===== src/rtl/grey_incr_arb.sv =====
// grey_incr_arb: round-robin arbiter that turns per-requester increment
// requests into spaced, one-hot-granted increment strobes for a grey counter.
//
// Ports:
//   clk        rising-edge clock
//   w_rst      synchronous active-high reset
//   enable     level-sensitive grant-issue enable
//   req        per-requester increment request (one cycle = one increment)
//   div_val    idle cycles between consecutive incr_sync pulses
//   ovf_clr    clears all pend_ovf bits
//   incr_sync  one-cycle increment strobe (registered)
//   gnt        one-hot grant, coincident with incr_sync (registered)
//   pend_ovf   sticky pending-counter overflow flags
//   busy       FSM not idle or any request still pending
//
// Build option: define GREY_ARB_PRIO0_EN to give requester 0 absolute
// priority; otherwise arbitration is pure round-robin.

module grey_incr_arb #(
    parameter int NREQ  = 4,
    parameter int DIV_W = 4
) (
    input  logic             clk,
    input  logic             w_rst,
    input  logic             enable,
    input  logic [NREQ-1:0]  req,
    input  logic [DIV_W-1:0] div_val,
    input  logic             ovf_clr,
    output logic             incr_sync,
    output logic [NREQ-1:0]  gnt,
    output logic [NREQ-1:0]  pend_ovf,
    output logic             busy
);

    localparam int PW = (NREQ > 1) ? $clog2(NREQ) : 1;

    typedef enum logic [1:0] {
        S_IDLE,
        S_GRANT,
        S_GAP
    } state_t;

    state_t               state_q, state_d;
    logic [DIV_W-1:0]     spacer_q, spacer_d;
    logic [PW-1:0]        ptr_q, ptr_d;
    logic [NREQ-1:0][1:0] pend_q, pend_d;
    logic [NREQ-1:0]      ovf_q, ovf_d, ovf_evt;
    logic [NREQ-1:0]      gnt_q, gnt_d;
    logic                 incr_q, incr_d;
    logic [NREQ-1:0]      has_pend;
    logic [NREQ-1:0]      win;
    logic [PW-1:0]        win_idx;
    logic                 win_prio;
    logic                 any_pend;
    logic                 go_grant;

    always_comb begin
        for (int i = 0; i < NREQ; i++) begin
            has_pend[i] = |pend_q[i];
        end
    end

    assign any_pend = |has_pend;

    // Round-robin search starting at ptr_q; first pending index wins.
    always_comb begin
        int  idx;
        logic found;
        win      = '0;
        win_idx  = ptr_q;
        win_prio = 1'b0;
        found    = 1'b0;
        idx      = 0;
        for (int k = 0; k < NREQ; k++) begin
            idx = int'(ptr_q) + k;
            if (idx >= NREQ) begin
                idx = idx - NREQ;
            end
            if (!found && has_pend[idx]) begin
                found        = 1'b1;
                win[idx]     = 1'b1;
                win_idx      = PW'(idx);
            end
        end
`ifdef GREY_ARB_PRIO0_EN
        // Requester 0 overrides the rotation and leaves the pointer alone.
        if (has_pend[0]) begin
            win      = '0;
            win[0]   = 1'b1;
            win_idx  = '0;
            win_prio = 1'b1;
        end
`endif
    end

    always_comb begin
        state_d  = state_q;
        spacer_d = spacer_q;
        go_grant = 1'b0;
        unique case (state_q)
            S_IDLE: begin
                if (enable && any_pend) begin
                    go_grant = 1'b1;
                    state_d  = S_GRANT;
                end
            end
            S_GRANT: begin
                if (div_val != '0) begin
                    state_d  = S_GAP;
                    spacer_d = div_val;
                end else if (enable && any_pend) begin
                    go_grant = 1'b1;
                end else begin
                    state_d = S_IDLE;
                end
            end
            S_GAP: begin
                spacer_d = spacer_q - DIV_W'(1);
                if (spacer_q == DIV_W'(1)) begin
                    if (enable && any_pend) begin
                        go_grant = 1'b1;
                        state_d  = S_GRANT;
                    end else begin
                        state_d = S_IDLE;
                    end
                end
            end
            default: begin
                state_d = S_IDLE;
            end
        endcase
    end

    always_comb begin
        gnt_d  = go_grant ? win : '0;
        incr_d = go_grant;
        ptr_d  = ptr_q;
        if (go_grant && !win_prio) begin
            ptr_d = (win_idx == PW'(NREQ - 1)) ? '0 : win_idx + PW'(1);
        end
    end

    // Pending counters: a grant and a request in the same cycle cancel out.
    always_comb begin
        pend_d  = pend_q;
        ovf_evt = '0;
        for (int i = 0; i < NREQ; i++) begin
            if (req[i] && !gnt_d[i]) begin
                if (pend_q[i] == 2'd3) begin
                    ovf_evt[i] = 1'b1;
                end else begin
                    pend_d[i] = pend_q[i] + 2'd1;
                end
            end else if (!req[i] && gnt_d[i]) begin
                pend_d[i] = pend_q[i] - 2'd1;
            end
        end
        ovf_d = (ovf_clr ? '0 : ovf_q) | ovf_evt;
    end

    always_ff @(posedge clk) begin
        if (w_rst) begin
            state_q  <= S_IDLE;
            spacer_q <= '0;
            ptr_q    <= '0;
            pend_q   <= '0;
            ovf_q    <= '0;
            gnt_q    <= '0;
            incr_q   <= 1'b0;
        end else begin
            state_q  <= state_d;
            spacer_q <= spacer_d;
            ptr_q    <= ptr_d;
            pend_q   <= pend_d;
            ovf_q    <= ovf_d;
            gnt_q    <= gnt_d;
            incr_q   <= incr_d;
        end
    end

    assign incr_sync = incr_q;
    assign gnt       = gnt_q;
    assign pend_ovf  = ovf_q;
    assign busy      = (state_q != S_IDLE) || any_pend;

endmodule

===== config.mk =====
export PLATFORM = sky130hd
export DESIGN_NAME = grey_incr_arb
export DESIGN_NICKNAME = d
export VERILOG_FILES = /design/src/rtl/grey_incr_arb.sv
export SDC_FILE = /design/constraint.sdc
export NUM_CORES = 1
export LEC_CHECK = 0
export CAP_MARGIN = 40
export CORE_ASPECT_RATIO = 0.7
export CORE_MARGIN = 3
export CORE_UTILIZATION = 40
export CTS_CLUSTER_SIZE = 10
export DETAILED_ROUTE_END_ITERATION = 8
export RECOVER_POWER = 100
export SLEW_MARGIN = 20
export SYNTH_ARGS = -nofsm -noshare
export SYNTH_HDL_FRONTEND = slang
export SYNTH_SLANG_ARGS = --single-unit

===== constraint.sdc =====
create_clock -name clk -period 7.9 [get_ports clk]
set_clock_uncertainty 0.1 [all_clocks]
set_input_delay 0.79 -clock clk [delete_from_list [all_inputs] [get_ports clk]]
set_output_delay 0.79 -clock clk [all_outputs]
set_load 0.05 [all_outputs]

### Word-level counts from Yosys, hierarchy flattened

Cells that the tools add are included.

| operators by class | value |
|---|---|
| $add $sub $neg | 17 |
| multiplexer cells | 70 |
| bitwise logic cells | 4 |
| eq/ne operators | 16 |
| reductions and logical operators | 47 |
| order comparisons | 12 |

Operator list:

| cell | number |
|---|---|
| 32-bit by 1-bit greater-or-equal comparator with 1-bit output (second input constant) | 4 |
| 32-bit by 4-bit less-than comparator with 1-bit output (second input constant) | 4 |
| 32-bit 2-to-1 mux | 4 |
| 2-bit 2-to-1 mux | 21 |
| 4-bit 2-to-1 mux | 7 |
| 1-bit 2-to-1 mux | 27 |
| 1-bit logical AND | 16 |
| 4-bit bitwise OR | 4 |
| 2-bit inequality test (second input constant) | 7 |
| 2-bit == test (second input constant) | 6 |
| 2-bit nonzero test | 6 |
| 3-bit by 3-bit subtractor with 4-bit output (second input constant) | 3 |
| 1-bit zero test | 11 |
| 2-bit by 1-bit adder with 2-bit output (second input constant) | 5 |
| 2-bit AND reduction | 5 |
| 3-bit greater-or-equal comparator (second input constant) | 3 |
| 1-bit binary-select mux with 2-bit select | 4 |
| 1-bit demux with 2-bit select | 4 |
| 4-bit one-hot mux with 2 select lines | 1 |
| 2-bit OR reduction | 4 |
| 8-bit OR reduction | 1 |
| 2-bit by 1-bit subtractor with 2-bit output (second input constant) | 4 |
| 2-bit by 2-bit adder with 3-bit output (second input constant) | 2 |
| 2-bit one-hot mux with 3 select lines | 1 |
| other kinds (12) | 12 |

| storage, ports and cells | value |
|---|---|
| word-level logic and storage cells | 176 |
| bits of input ports | 12 |
| register bits after elaboration | 25 |

### Depth between registers and ports, before layout

Gate-level depths: netlist (run 1).

| depth | value |
|---|---|
| depth after elaboration | 20 |
| gate-level depth with buffers | 11 |
| depth with buffers taken out | 9 |

### Worst setup path after synthesis (run 1)

Ideal clock, no wire load.

| path | value |
|---|---|
| path kind | reg2reg |
| start | register ptr_q[0] |
| end | register pend_q[1] (netlist bit) |
| path buffers | 1 |
| period minus slack after synthesis | 3026 ps |
| path slack | 4874 ps |
| stages on the path, launching flop included | 11 |
| arrival | 2822 ps |
| required time | 7697 ps |
| path through | dfxtp_1 > clkinv_1 > ha_1 > clkbuf_1 > nor3_1 > o21a_1 > nor3_2 > a22o_1 > o21ai_2 > nand2_1 > a2111oi_2 |

| on the way | value |
|---|---|
| longest elaborated chain between the ends | 20 |
| elaborated cells on any way between the ends | 71 |

RTL lines:

| what | line | RTL |
|---|---|---|
| start, declared | 45 | `logic [PW-1:0] ptr_q, ptr_d;` |
| start signal, assigned | 173 | `ptr_q <= ptr_d;` |
| parallel branches: the longest is 14 deep, another holds 32-bit by 1-bit greater-or-equal comparator with 1-bit output | n/a |  |
| 4-bit 2-to-1 mux * | 79 | `if (!found && has_pend[idx]) begin` |
| 4-bit 2-to-1 mux * | 135 | `gnt_d = go_grant ? win : '0;` |
| 1-bit zero test | 148 | `if (req[i] && !gnt_d[i]) begin` |
| 1-bit logical AND | 148 |  |
| 2-bit inequality test (no line) / 2-bit nonzero test (equally long branches) | n/a |  |
| 2-bit AND reduction (no line) | n/a |  |
| end signal, assigned | 174 | `pend_q <= pend_d;` |
| end, declared | 46 | `logic [NREQ-1:0][1:0] pend_q, pend_d;` |

Mark *: on every way between the ends. The select of a mux whose other input is x is not followed.
A chain may end at the register's enable or synchronous reset.

### Final worst setup path (run 1)

Ends and elaborated chain as after synthesis.

==> results.py, run 1 <==
metrics = {
    "setup_path": {
        "worst-path-max-fanout": 18,
        "worst_setup_path_start_kind": "flop",
        "r2r_setup_slack_ns": 3.74,
        "worstSetupEndpointType": "flop",
        "critical_path.max_stage_delay_ns": 0.69,
        "r2r.worst_path.cells": 9,
        "critPathArrivalTime_ns": 4.22,
        "highest_delay_cell_along_the_critical_path": "dfxtp_1",
        "cp_data_required_time_ns": 7.96,
        "timing_worst_setup_path_type": "reg2reg",
        "worstPathCellList": "clkinv_1 -> ha_1 -> nor3b_1 -> o21a_1 -> nor3_1 -> a22o_1 -> o21ai_0 -> nand2_1 -> a2111oi_0",
        "r2r-end": "pend_q[1]",
        "crit_reg_reg_startpoint": "ptr_q[0]",
    },
    "timing": {
        "worst-slew-pin-transition_ns": 0.771,
        "timing.slew.headroom_pct": 48.1,
        "hold_violations": 0,
        "min_period_ns": 4.16,
        "timing.final.max_slew_violations": 0,
        "timing.final.crit_share_pct": 52.7,
        "timing.final.setup_violations": 0,
        "tns_ns": 0,
        "maximum_operating_frequency_mhz": 240,
        "hold_slack_ns": 0.355,
        "worst_path_setup_slack_after_routing_ns": 3.74,
        "grt_setup_unrepaired": "no",
    },
    "synthesis": {
        "yosys-top-cells-area": "dfxtp_1 (26%), ha_1 (5.9%), mux2i_1 (5.3%)",
        "syn_avg_cell_area_um2": 8.15,
        "netlist-cell-type-count": 51,
        "async_reset_ff_share_pct": 0,
        "synth.yosys.seq_area_share_pct": 26.4,
        "synth_edf_count": 0,
        "synth_area_mm2": 0.00190,
        "synthDominantCellAreaShare_pct": 26.4,
        "post-synth-top-count-cell": "dfxtp_1",
        "top_cells_by_instance_count_after_synthesis": "dfxtp_1 (25), nor2_1 (22), a21oi_1 (12), nor3_1 (12), clkbuf_1 (11)",
        "postSynthNetCount": 254,
        "synthesis.yosys.warnings": 0,
        "synth-seq-cells": 25,
        "yosys_most_used_dff": "dfxtp_1",
        "largest_area_contributor_in_the_synthesized_netlist": "dfxtp_1",
        "postSynthCellCount": 233,
    },
    "clocking": {
        "h-tree-depth": 1,
        "cts_repair_resize_count": 0,
        "clockBufferDepth": 2,
        "clk_pin_slew_worst_paths_ns": 0.09,
        "cts_tree": "yes",
        "cts-buffers-inserted": 3,
        "cts_hold_buffers": 0,
        "insertion_delay_to_the_later_sink_of_the_worst_skew_pair_ns": 0.27,
        "root_buffer": "clkbuf_8",
        "post_cts_buffers": 0,
        "clock-sinks": 25,
    },
    "global_route": {
        "met1_routing_resource_usage_after_global_routing_pct": 27.8,
        "global_route_wire_length_before_repair_um": 7850,
        "global_route.overflow_total": 0,
        "global_route.usage.met2_pct": 22.8,
        "grt_busiest_layer": "met1",
        "vias_in_the_first_global_route": 1553,
        "grt.met3_usage_pct": 4.97,
        "antenna_found_initial": 0,
        "grt_usage_pct": 17.5,
        "maximum_number_of_pins_on_one_net_before_global_route_repair": 21,
    },
    "finish": {
        "fin_nets": 266,
        "layoutNonFillerInstCount": 299,
        "n_antenna_cell": 0,
        "post_route_cells_drive_above_1_share_pct": 4.92,
        "syn2layout_area_growth_pct": 11.0,
        "utilization_pct": 47.3,
    },
    "placed_design": {
        "place_congestion": 0.894,
        "place_worst_setup_slack_ns": 4.16,
        "io_buffers": 21,
        "place.detailed.instances": 294,
        "dp_hpwl_um": 3450,
    },
    "min_path": {
        "min_path_cells": 2,
        "holdCritStartpoint": "pend_ovf[0]",
        "hold_path.class": "reg2reg",
        "hold_end": "pend_ovf[0]",
    },
    "detailed_routing": {
        "routed_wirelength_um": 4660,
        "num_vias": 1834,
        "drt_pass1_iterations": 4,
        "drt.antenna.violating_nets": 0,
        "post-route-drc-count": 0,
        "dr.first_iter.drc_count": 151,
        "via_per_inst": 6.13,
        "routed_wire_length_per_instance_um": 15.6,
    },
    "power": {
        "static-leakage-power_nw": 0.779,
        "powerDensity_mw_per_mm2": 368,
        "irDropWorstVdd_uv": 195,
    },
    "floorplanning": {
        "ios": 22,
        "fp.dieArea_mm2": 0.00562,
        "fp-row-count": 20,
        "die_width_um": 88.3,
        "die_h_um": 63.6,
        "floorplan.core_area_mm2": 0.00445,
        "initial_core_util_pct": 42.6,
    },
    "job": {
        "cap_viol_max_count": 0,
    },
    "run_status": {
        "outcome": "complete, no violations",
    },
}
## where the power goes
group | switching, mW | total, mW | internal [mW]
Combinational | 0.292 | 0.480 | 0.188
Clock | 0.0417 | 0.0770 | 0.0353
Sequential | 0.0617 | 0.218 | 0.156
Total | 0.396 | 0.775 | 0.379
## layout by cell type, fill, tap and decap left out, drive strengths merged, types with 7 or more instances in the layout
cell type	n
inv	10
and2	7
dlygate4sd3	11
nand3	9
nand2	10
a21oi	12
mux2i	10
nor3	13
o21ai	9
nor2	22
o21a	7
clkdlybuf4s50	10
dfxtp	25
ha	9
## how the worst max path moves through the flow
stage	startpoint	to	slack (ns)	cells after the start
detailed placement	ptr_q[0]	pend_q[1]	4.16	9
CTS	ptr_q[0]	pend_q[1]	4.13	9
global placement	ptr_q[0]	pend_q[2]	4.22	9
global route	ptr_q[0]	pend_q[1]	3.24	9
finish	ptr_q[0]	pend_q[1]	3.74	9
floorplan	ptr_q[0]	pend_q[1]	4.87	10
## sequential cells by signal, indices dropped and copies added, names as in the netlist
register	cells
pend_ovf	4
pend_q	8
state_q	2
incr_sync	1
spacer_q	4
ptr_q	2
gnt	4
## through the flow
stage / power, mW / cell area (µm²)
after floorplan: 0.614 / 1900
after global placement: 0.726 / 2100
after detailed placement: 0.716 / 2100
after CTS: 0.797 / 2150
after global routing: 0.840 / 2110
final: 0.775 / 2110
## cell families (layout without fill, tap and decap cells)
family                     count (synthesis)  after routing  share of synthesized area, %
adders and majority gates                  9              9                          5.93
muxes                                     12             12                          7.05
and+or+nand+nor                           91             91                          27.3
AOI/OAI and AO/OA                         67             67                          26.0
buffers and inverters                     26             37                          6.00
DFF                                       25             25                          26.4
xor gates and xnor gates                   3              3                          1.38
## layout make-up
cell class	count	area (µm²)
timing repair buffer	22	225
clock buffer	3	41.3
tap	55	68.8
fill	456	2350
sequential	25	500
clock inverter	1	5.00
multi-input combinational	182	1220
inverter	11	41.3
## worst max-delay path, delay by kind of cell, from the launching register on
kind	cells	cell delay, ns
AND/OR/NAND/NOR	3	0.71
buffers and inverters	1	0.44
flip-flops	1	0.69
adder cells (fa/ha/maj)	1	0.60
AO/OA/AOI/OAI	4	1.53
## per-layer routing
layer,vias to the layer above,wire [µm]
li1,894,-
met1,835,2370
met2,99,1790
met3,6,445
met4,0,51
met5,-,0
(Power assumes the default switching activity.)
==> inputs of run 2 (changes only) <==
- clock period: 7.9 -> 3.4 ns (I/O delays scaled with it)
==> run 2 against run 1 <==
  * Via count shrank 3.8%
  * Register-to-register slack lost 3.5 ns
  * Design area grew 3.2%
  * Worst hold slack gained 0.0057 ns
  * Clock power grew 130%
  * Sequential cell count is the same
  * Die area is the same
  * Worst setup slack lost 3.5 ns
  * Critical path type unchanged
==> results.py, run 2 (synthesized netlist as in run 1, its figures left out) <==
metrics = {
    "detailed_routing": {
        "routed_wirelength_um": 4750,
        "drt_pass1_iterations": 4,
        "post-route-drc-count": 0,
        "routed_wire_length_per_instance_um": 15.7,
        "num_vias": 1764,
        "via_per_inst": 5.82,
        "drt.antenna.violating_nets": 0,
        "dr.first_iter.drc_count": 139,
    },
    "global_route": {
        "grt_usage_pct": 17.8,
        "maximum_number_of_pins_on_one_net_before_global_route_repair": 21,
        "antenna_found_initial": 0,
        "global_route_wire_length_before_repair_um": 7950,
        "global_route.overflow_total": 0,
        "vias_in_the_first_global_route": 1572,
    },
    "setup_path": {
        "r2r-end": "pend_q[6]",
        "r2r_setup_slack_ns": 0.26,
        "critPathArrivalTime_ns": 3.23,
        "crit_reg_reg_startpoint": "ptr_q[1]",
        "timing_worst_setup_path_type": "reg2reg",
        "worst_setup_path_start_kind": "flop",
        "r2r.worst_path.cells": 9,
        "worst-path-max-fanout": 12,
        "worstSetupEndpointType": "flop",
        "cp_data_required_time_ns": 3.49,
    },
    "finish": {
        "post_route_cells_drive_above_1_share_pct": 8.87,
        "final_common_cell": "dfxtp_1",
        "syn2layout_area_growth_pct": 14.6,
        "highest_count_cells_in_the_layout_ignoring_fill_and_taps": "dfxtp_1 (25), nor2_1 (22), nor3_1 (13), a21oi_1 (12), dlygate4sd3_1 (11)",
        "finish.instance_area_mm2": 0.00217,
        "max_flop_register": "pend_q",
        "fin_nets": 270,
        "largest_reg_flops": 8,
        "n_antenna_cell": 0,
    },
    "timing": {
        "min_period_ns": 3.14,
        "timing.final.max_slew_violations": 0,
        "grt_setup_unrepaired": "no",
        "timing.slew.headroom_pct": 51.2,
        "hold_violations": 0,
        "timing.final.crit_share_pct": 92.5,
        "timing.final.setup_violations": 0,
        "worst-slew-pin-transition_ns": 0.726,
        "worst_path_setup_slack_after_routing_ns": 0.256,
        "maximum_operating_frequency_mhz": 318,
        "tns_ns": 0,
    },
    "clocking": {
        "clockBufferDepth": 2,
        "cts-buffers-inserted": 3,
        "post_cts_buffers": 0,
        "root_buffer": "clkbuf_8",
        "insertion_delay_to_the_later_sink_of_the_worst_skew_pair_ns": 0.27,
        "cts_tree": "yes",
        "clk_pin_slew_worst_paths_ns": 0.09,
        "h-tree-depth": 1,
        "clock-sinks": 25,
    },
    "job": {
        "cap_viol_max_count": 0,
    },
    "power": {
        "static-leakage-power_nw": 0.816,
        "powerDensity_mw_per_mm2": 864,
        "irDropWorstVdd_uv": 330,
        "total_design_power_mw": 1.88,
    },
    "placed_design": {
        "place_worst_setup_slack_ns": 0.233,
        "place_congestion": 0.878,
        "io_buffers": 21,
        "placement_stage_cell_area_mm2": 0.00213,
        "dp_hpwl_um": 3640,
    },
    "run_status": {
        "outcome": "complete, no violations",
    },
    "min_path": {
        "min_path_cells": 2,
        "hold_end": "pend_ovf[0]",
        "hold_path.class": "reg2reg",
        "holdCritStartpoint": "pend_ovf[0]",
    },
    "floorplanning": {
        "die_width_um": 88.3,
        "ios": 22,
        "fp-row-count": 20,
        "die_h_um": 63.6,
        "fp.dieArea_mm2": 0.00562,
        "initial_core_util_pct": 42.6,
        "floorplan.core_area_mm2": 0.00445,
    },
}
## run 2: changes by cell type in the layout (fill, tap and decap cells not counted), moves of 2 or more
| cell | previous run | this run |
|---|---|---|
| o41ai_1 | 3 | 0 |
| and2_1 | 3 | 5 |
| and2_0 | 2 | 0 |
| o41ai_2 | 0 | 3 |
| buf_4 | 0 | 4 |
## run 2: power by group
group	switching (mW)	internal (mW)
clock	0.0943	0.0839
sequential	0.119	0.363
combinational	0.728	0.492
## run 2: worst max-delay path: stages (launching register included)
cell	delay [ns]
dfxtp_1	0.57
inv_1	0.14
ha_1	0.48
nor3_1	0.14
o21a_1	0.29
nor4b_1	0.58
o41ai_2	0.16
and2_1	0.21
a21o_1	0.18
a211oi_1	0.21
## run 2: what timing repair did
item,4_1_cts,5_1_grt
gates resized for setup,0,1
endpoints found under the setup margin,0,2
hold buffers,0,0
## run 2: cell type report
cell class	instances	area [µm²]
Multi-Input combinational cell	182	1270
Sequential cell	25	500
Fill cell	464	2280
Inverter	11	41.3
Clock buffer	4	45.0
Tap cell	55	68.8
Timing Repair Buffer	26	251
## run 2: stage by stage
| step | util, % | hold WS, ns | instances |
|---|---|---|---|
| final | 48.8 | 0.360 | 303 |
| after global routing | 48.8 | 0.403 | 303 |
| after CTS | 48.9 | 0.372 | 302 |
| after detailed placement | 47.9 | 0.353 | 298 |
| after global placement | 47.9 | 0.344 | 298 |
| after floorplan | - | 0.404 | 233 |
## run 2: per-layer routing
layer	track usage [%]	wire length [µm]	share of wire, %
met1	27.9	2410	51
met2	25.1	1960	41
met3	4.31	379	8.0
met4	1.70	0	0
met5	0	0	0
## run 2: worst max path at each step
stage | startpoint | to | cells after the start
finish | ptr_q[1] | pend_q[6] | 9
global placement | ptr_q[1] | pend_q[2] | 9
detailed placement | ptr_q[1] | pend_q[2] | 9
CTS | ptr_q[1] | pend_q[2] | 9
global route | ptr_q[1] | pend_q[6] | 9
floorplan | ptr_q[0] | pend_q[1] | 10
